### src/rtl/pe_loopback_engine.sv
// rtl/pe_loopback_engine.sv - TBB read sweep, XOR checksum, patterned RBB write sweep
// Optional feature: define PE_LOOPBACK_CKSUM_EN to accumulate the read checksum (else it stays 0).
module pe_loopback_engine #(
  parameter int TBB_DATA_WIDTH = 32,
  parameter int TBB_ADDR_WIDTH = 16,
  parameter int RBB_DATA_WIDTH = 32,
  parameter int RBB_ADDR_WIDTH = 12
) (
  input  logic                      clk,
  input  logic                      reset_n,
  input  logic                      bm2pe_start,
  input  logic [1:0]                bm2pe_mode,
  input  logic [TBB_ADDR_WIDTH-1:0] bm2pe_rdCount,
  input  logic [RBB_ADDR_WIDTH-1:0] bm2pe_wrCount,
  output logic [TBB_ADDR_WIDTH-1:0] pe2bm_tbbRdAddr,
  input  logic [TBB_DATA_WIDTH-1:0] bm2pe_tbbRdDout,
  output logic                      pe2bm_rbbWrEn,
  output logic [RBB_ADDR_WIDTH-1:0] pe2bm_rbbWrAddr,
  output logic [RBB_DATA_WIDTH-1:0] pe2bm_rbbWrDin,
  output logic                      pe2bm_busy,
  output logic                      pe2bm_done
);
  localparam int CW  = (TBB_ADDR_WIDTH > RBB_ADDR_WIDTH) ? TBB_ADDR_WIDTH : RBB_ADDR_WIDTH;
  localparam int XW0 = (TBB_DATA_WIDTH > 32) ? TBB_DATA_WIDTH : 32;
  localparam int XW1 = (RBB_DATA_WIDTH > XW0) ? RBB_DATA_WIDTH : XW0;
  localparam int XW  = (CW > XW1) ? CW : XW1;

  typedef enum logic [2:0] {S_IDLE, S_READ, S_DRAIN, S_WRITE, S_DONE} state_t;

  state_t                    state_q, state_d;
  logic [CW-1:0]             idx_q, idx_d;
  logic [1:0]                mode_q, mode_d;
  logic [TBB_ADDR_WIDTH-1:0] rd_cnt_q, rd_cnt_d;
  logic [RBB_ADDR_WIDTH-1:0] wr_cnt_q, wr_cnt_d;
  logic [TBB_DATA_WIDTH-1:0] cksum_q, cksum_d, cksum_fwd;
  logic                      armed_q, addr_vld_q, data_vld_q;
  logic [TBB_ADDR_WIDTH-1:0] rd_addr_q, rd_addr_d;
  logic                      wr_en_q, wr_en_d;
  logic [RBB_ADDR_WIDTH-1:0] wr_addr_q, wr_addr_d;
  logic [RBB_DATA_WIDTH-1:0] wr_din_q, wr_din_d;
  logic                      busy_q, busy_d, done_q, done_d;
  logic [XW-1:0]             wr_pattern;

  // Forwarded checksum so the first write already sees the word landing this cycle.
`ifdef PE_LOOPBACK_CKSUM_EN
  assign cksum_fwd = data_vld_q ? (cksum_q ^ bm2pe_tbbRdDout) : cksum_q;
`else
  logic unused_rd_data;
  assign unused_rd_data = ^{bm2pe_tbbRdDout, data_vld_q};
  assign cksum_fwd      = cksum_q;
`endif

  always_comb begin
    state_d  = state_q;
    idx_d    = idx_q;
    mode_d   = mode_q;
    rd_cnt_d = rd_cnt_q;
    wr_cnt_d = wr_cnt_q;
`ifdef PE_LOOPBACK_CKSUM_EN
    cksum_d  = cksum_fwd;
`else
    cksum_d  = '0;
`endif
    unique case (state_q)
      S_IDLE: begin
        if (bm2pe_start && armed_q) begin
          mode_d   = bm2pe_mode;
          rd_cnt_d = bm2pe_rdCount;
          wr_cnt_d = bm2pe_wrCount;
          cksum_d  = '0;
          idx_d    = '0;
          state_d  = S_READ;
        end
      end
      S_READ: begin
        if (idx_q == CW'(rd_cnt_q)) begin
          idx_d   = '0;
          state_d = S_DRAIN;
        end else begin
          idx_d = idx_q + 1'b1;
        end
      end
      S_DRAIN: state_d = S_WRITE;
      S_WRITE: begin
        if (idx_q == CW'(wr_cnt_q)) begin
          idx_d   = '0;
          state_d = S_DONE;
        end else begin
          idx_d = idx_q + 1'b1;
        end
      end
      S_DONE:  state_d = S_IDLE;
      default: state_d = S_IDLE;
    endcase
  end

  always_comb begin
    wr_pattern = '0;
    unique case (mode_q)
      2'd0:    wr_pattern = XW'(idx_q);
      2'd1:    wr_pattern = XW'(32'hDEADBEEF);
      2'd2:    wr_pattern = XW'(cksum_fwd);
      default: wr_pattern = XW'(cksum_fwd) ^ XW'(idx_q);
    endcase
    rd_addr_d = '0;
    wr_en_d   = 1'b0;
    wr_addr_d = '0;
    wr_din_d  = '0;
    if (state_q == S_READ) rd_addr_d = idx_q[TBB_ADDR_WIDTH-1:0];
    if (state_q == S_WRITE) begin
      wr_en_d   = 1'b1;
      wr_addr_d = idx_q[RBB_ADDR_WIDTH-1:0];
      wr_din_d  = wr_pattern[RBB_DATA_WIDTH-1:0];
    end
    done_d = (state_q == S_DONE);
    // busy covers the start edge through the done pulse
    busy_d = (state_d != S_IDLE) || done_d;
  end

  always_ff @(posedge clk or negedge reset_n) begin
    if (!reset_n) begin
      state_q    <= S_IDLE;
      idx_q      <= '0;
      mode_q     <= '0;
      rd_cnt_q   <= '0;
      wr_cnt_q   <= '0;
      cksum_q    <= '0;
      armed_q    <= 1'b0;
      addr_vld_q <= 1'b0;
      data_vld_q <= 1'b0;
      rd_addr_q  <= '0;
      wr_en_q    <= 1'b0;
      wr_addr_q  <= '0;
      wr_din_q   <= '0;
      busy_q     <= 1'b0;
      done_q     <= 1'b0;
    end else begin
      state_q    <= state_d;
      idx_q      <= idx_d;
      mode_q     <= mode_d;
      rd_cnt_q   <= rd_cnt_d;
      wr_cnt_q   <= wr_cnt_d;
      cksum_q    <= cksum_d;
      armed_q    <= 1'b1;
      addr_vld_q <= (state_q == S_READ);
      data_vld_q <= addr_vld_q;
      rd_addr_q  <= rd_addr_d;
      wr_en_q    <= wr_en_d;
      wr_addr_q  <= wr_addr_d;
      wr_din_q   <= wr_din_d;
      busy_q     <= busy_d;
      done_q     <= done_d;
    end
  end

  assign pe2bm_tbbRdAddr = rd_addr_q;
  assign pe2bm_rbbWrEn   = wr_en_q;
  assign pe2bm_rbbWrAddr = wr_addr_q;
  assign pe2bm_rbbWrDin  = wr_din_q;
  assign pe2bm_busy      = busy_q;
  assign pe2bm_done      = done_q;
endmodule

### config.mk
export PLATFORM = sky130hd
export DESIGN_NAME = pe_loopback_engine
export DESIGN_NICKNAME = d
export VERILOG_FILES = /design/src/rtl/pe_loopback_engine.sv
export SDC_FILE = /design/constraint.sdc
export NUM_CORES = 1
export LEC_CHECK = 0
export CAP_MARGIN = 15
export CORE_ASPECT_RATIO = 0.9
export CORE_UTILIZATION = 47
export DETAILED_ROUTE_END_ITERATION = 8
export GPL_TIMING_DRIVEN = 0
export HOLD_SLACK_MARGIN = 0.15
export PLACE_DENSITY = 0.88
export SYNTH_ARGS = -nofsm -noshare
export SYNTH_HDL_FRONTEND = slang
export SYNTH_SLANG_ARGS = --single-unit
### constraint.sdc
create_clock -name clk -period 2.4 [get_ports clk]
set_input_delay 0.48 -clock clk [delete_from_list [all_inputs] [get_ports clk]]
set_output_delay 0.48 -clock clk [all_outputs]
set_load 0.005 [all_outputs]
==> results.md <==
* Fin. Hold Viols at 0
* Antenna violations before repair at 0
* Critical path start-end classification: reg -> reg
* EDFF count, synth at 0
* Total track usage at 0.2189
* Post-synthesis share of cell area spent on and, or, nand and nor gates at 0.1179
* Hold-fix buffers at CTS at 1
* Adder-cell area share of the yosys netlist at 0.006015
* TritonCTS clock tree: yes
* Number of synthesized register bits at 98
* Run status: completed
* CP Buf/Inv Count at 2
* Antenna Diode Count at 0
* Sequential share of the synthesized area at 0.5895
* Setup repair after global routing missed its margin: no
* Post-CTS Repair Setup Buffers at 0
* Cell area power density at 504.3 mW/mm²
* Actual transition at the worst max-transition pin at 0.5197 ns
* Relative slew slack at 0.6535
* Number of core rows at 32
* Tcrit/Tclk final at 0.8633
* Signed area change from the synthesized netlist to the final layout at 30.89%
* Chip Width at 101.2 µm
* Total clock buffers created by CTS at 9
* Final worst path period need at 2.072 ns
* Final setup violation count at 0
* CTS Sinks at 98
* Total of buffers placed on input and output ports at 90
* Number of nets at the end of the flow at 534
* Largest family of logic cells by synthesized area: simple AND/OR/NAND/NOR gates
* Final setup slack of the worst path at 0.3280 ns
* Worst Skew at 0.009931 ns
* Cell type with the highest occurrence count on the critical path: buf_2
* Final max-slew violation count at 0
* Critical Path Fanout Max at 10
* Largest vdd supply drop at 0.0002690 V
* Average cell area after synthesis at 11.56 µm²
* Routed wire per std cell at 15.68 µm
* Multiplexer share of the synthesized area at 0.08090
* Largest incremental delay on the critical path at 0.41 ns
* Largest net degree at the start of global routing at 60
* Compound-Gate Fraction of Synth Area at 0.06376
* Standard cell with the maximum stage delay on the critical path: nor4_4
* Parity-gate share of the synthesized area counting xor and xnor cells at 0.06947
* Via density per instance at 5.068
* Clock Pin Slew Worst Setup and Hold Paths at 0.10 ns
* Mapped Cells at 360
* Cell variety after synth at 32
* Final Wtd Congestion at 0.8847
* DRC at 0
* Leakage at 2.555 nW
* Initial Util at 0.4855
* Drt first pass iters at 4
* Cell at the root of the clock tree: clkbuf_8
* Fillers at 716
* Worst Path Required at 2.65 ns
* Post-Route Setup TNS at 0 ns
* Resize count post-CTS at 0
* Cell family with the largest share of critical-path delay: simple AND/OR/NAND/NOR gates
* Global-route congestion overflow total at 0
* Area of the die at 0.009232 mm²
* Data arrival time of the critical path at 2.32 ns
* Vias in the first global route at 3114
* # Max-Cap Violations at 0
* Ratio of cells with drive above 1 in the final layout at 0.1695
* Boundary Pins at 128
* Tightest Hold Check Type: reg -> reg
* Summed instance area of the synthesized netlist at 0.004160 mm²
* ANT nets after route at 0
* Commonest register cell after synthesis: dfrtp_1
* Placement-stage worst setup slack at 0.2456 ns
* Vias after detailed routing at 2995
* Kind of launch point of the worst setup path: flop
* Number of warnings issued by yosys at 0
* CTS H-Tree Depth at 3
* Vertical extent of the die at 91.26 µm
* Wire length of the first global-routing pass at 15370 µm
* Worst path cell trace: buf_2 -> xnor2_1 -> nand4_1 -> nor4_4 -> a21oi_2 -> buf_2 -> a22o_1
* Type of element capturing the critical path: flop
* Maximum frequency from static timing analysis at 482.6 MHz
* Post-detail-place hpwl at 6969 µm
* Routed wire length at 9269 µm
* 1st-iter DRT viols at 179
* Clock latency at the later pin of the worst-skew pair at 0.37 ns
* Synth async-reset ratio at 1.000
* Placeable core area at 0.008568 mm²
* Max clock buf depth at 2
per-stage QoR:
stage | hold slack (ns) | utilization | instance area [µm²] | instances | total power, mW
floorplan | 0.1844 | - | 4175 | 364 | 1.692
global placement | 0.5137 | 0.6098 | 5225 | 573 | 1.775
detailed placement | 0.4867 | 0.6127 | 5250 | 574 | 1.781
CTS | 0.5418 | 0.6355 | 5445 | 591 | 2.764
global route | 0.5605 | 0.6355 | 5445 | 591 | 2.846
finish | 0.5360 | 0.6355 | 5445 | 591 | 2.746
logic make-up (layout without fill, tap and decap cells):
logic type                 Yosys count  after routing
DFF                                 98             98
and+or+nand+nor                     96             96
buffers and inverters               54            162
AOI/OAI and AO/OA                   45             45
xor gates and xnor gates            33             33
muxes                               30             30
adders and majority gates            2              2
other                                2              6
worst register-to-register path, cell delays in order, from the launching register on:
cell and delay (ns):
dfrtp_1 0.39, buf_2 0.21, xnor2_1 0.18, nand4_1 0.17, nor4_4 0.41, a21oi_2 0.18
buf_2 0.22, a22o_1 0.20
power breakdown:
| part | leakage [nW] | switching, mW | total (mW) | internal [mW] |
|---|---|---|---|---|
| clock network | 0.0888 | 0.602 | 0.998 | 0.397 |
| registers | 1.23 | 0.000280 | 1.65 | 1.65 |
| logic | 1.24 | 0.0413 | 0.0971 | 0.0557 |
| total | 2.55 | 0.643 | 2.75 | 2.10 |
state kept, by name, indices dropped and copies added (netlist names):
name and cells:
rd_cnt_q 16, armed_q 1, wr_cnt_q 12, pe2bm_tbbRdAddr 16, pe2bm_rbbWrEn 1, pe2bm_rbbWrAddr 12, pe2bm_done 1, pe2bm_busy 1
idx_q 16, pe2bm_rbbWrDin 17, mode_q 2, state_q 3
path summary, 6_finish.rpt:
path	cells past startpoint	from	end	slack (ns)
max	7	idx_q[8]$_DFFE_PN0P_	idx_q[12]$_DFFE_PN0P_	0.33
min	1	rd_cnt_q[4]$_DFFE_PN0P_	rd_cnt_q[4]$_DFFE_PN0P_	0.54
max reg2reg	7	idx_q[8]$_DFFE_PN0P_	idx_q[12]$_DFFE_PN0P_	0.33
min reg2reg	1	rd_cnt_q[4]$_DFFE_PN0P_	rd_cnt_q[4]$_DFFE_PN0P_	0.54
max in group asynchronous	3	reset_n	pe2bm_rbbWrEn$_DFF_PN0_	1.11
min in group asynchronous	2	reset_n	pe2bm_rbbWrDin[10]$_DFF_PN0_	0.63
area by class of cell:
class	instances	area, µm²	area share
clock buffers	9	123.9	0.02275
well taps	119	148.9	0.02734
multi-input cells	212	1429	0.2624
clock inverters	7	61.31	0.01126
flip-flops and latches	98	2452	0.4504
inverters	20	75.07	0.01379
repair buffers	92	935.9	0.1719
plain buffers	34	219.0	0.04021
cells in the mapped netlist, types with 3 or more instances:
cell type,number,area share
buf_2,10,0.012
and3_1,9,0.014
mux2_2,29,0.078
nand3_1,14,0.017
dfrtp_1,98,0.59
clkbuf_1,6,0.0054
nand4_1,8,0.012
xnor2_1,31,0.065
o21ai_0,4,0.0048
a22o_1,6,0.013
nand2_1,15,0.014
inv_1,20,0.018
and2_1,5,0.0075
nor3_1,15,0.018
a21oi_1,24,0.029
nor2_1,23,0.021
buf_4,15,0.027
o21ai_1,8,0.0096
buf_6,3,0.0081
cells in the final DEF (no fill, tap or decap), types with 6 or more instances in the layout:
master,netlist,layout
dfrtp_1,98,98
clkdlybuf4s50_1,0,89
xnor2_1,31,31
mux2_2,29,29
a21oi_1,24,24
nor2_1,23,23
inv_1,20,20
buf_4,15,16
nand2_1,15,15
nor3_1,15,15
nand3_1,14,14
buf_2,10,10
and3_1,9,9
clkbuf_8,0,9
nand4_1,8,8
o21ai_1,8,8
clkbuf_1,6,6
a22o_1,6,6
conb_1,2,6
per-layer routing:
metal,track usage,up-vias,wire length [µm]
met5,0,-,0
li1,-,1398,-
met4,0.05435,0,89
met3,0.04311,9,666
met2,0.3804,122,4701
met1,0.2792,1466,3813
No activity file was read; power rests on OpenSTA's default activity.
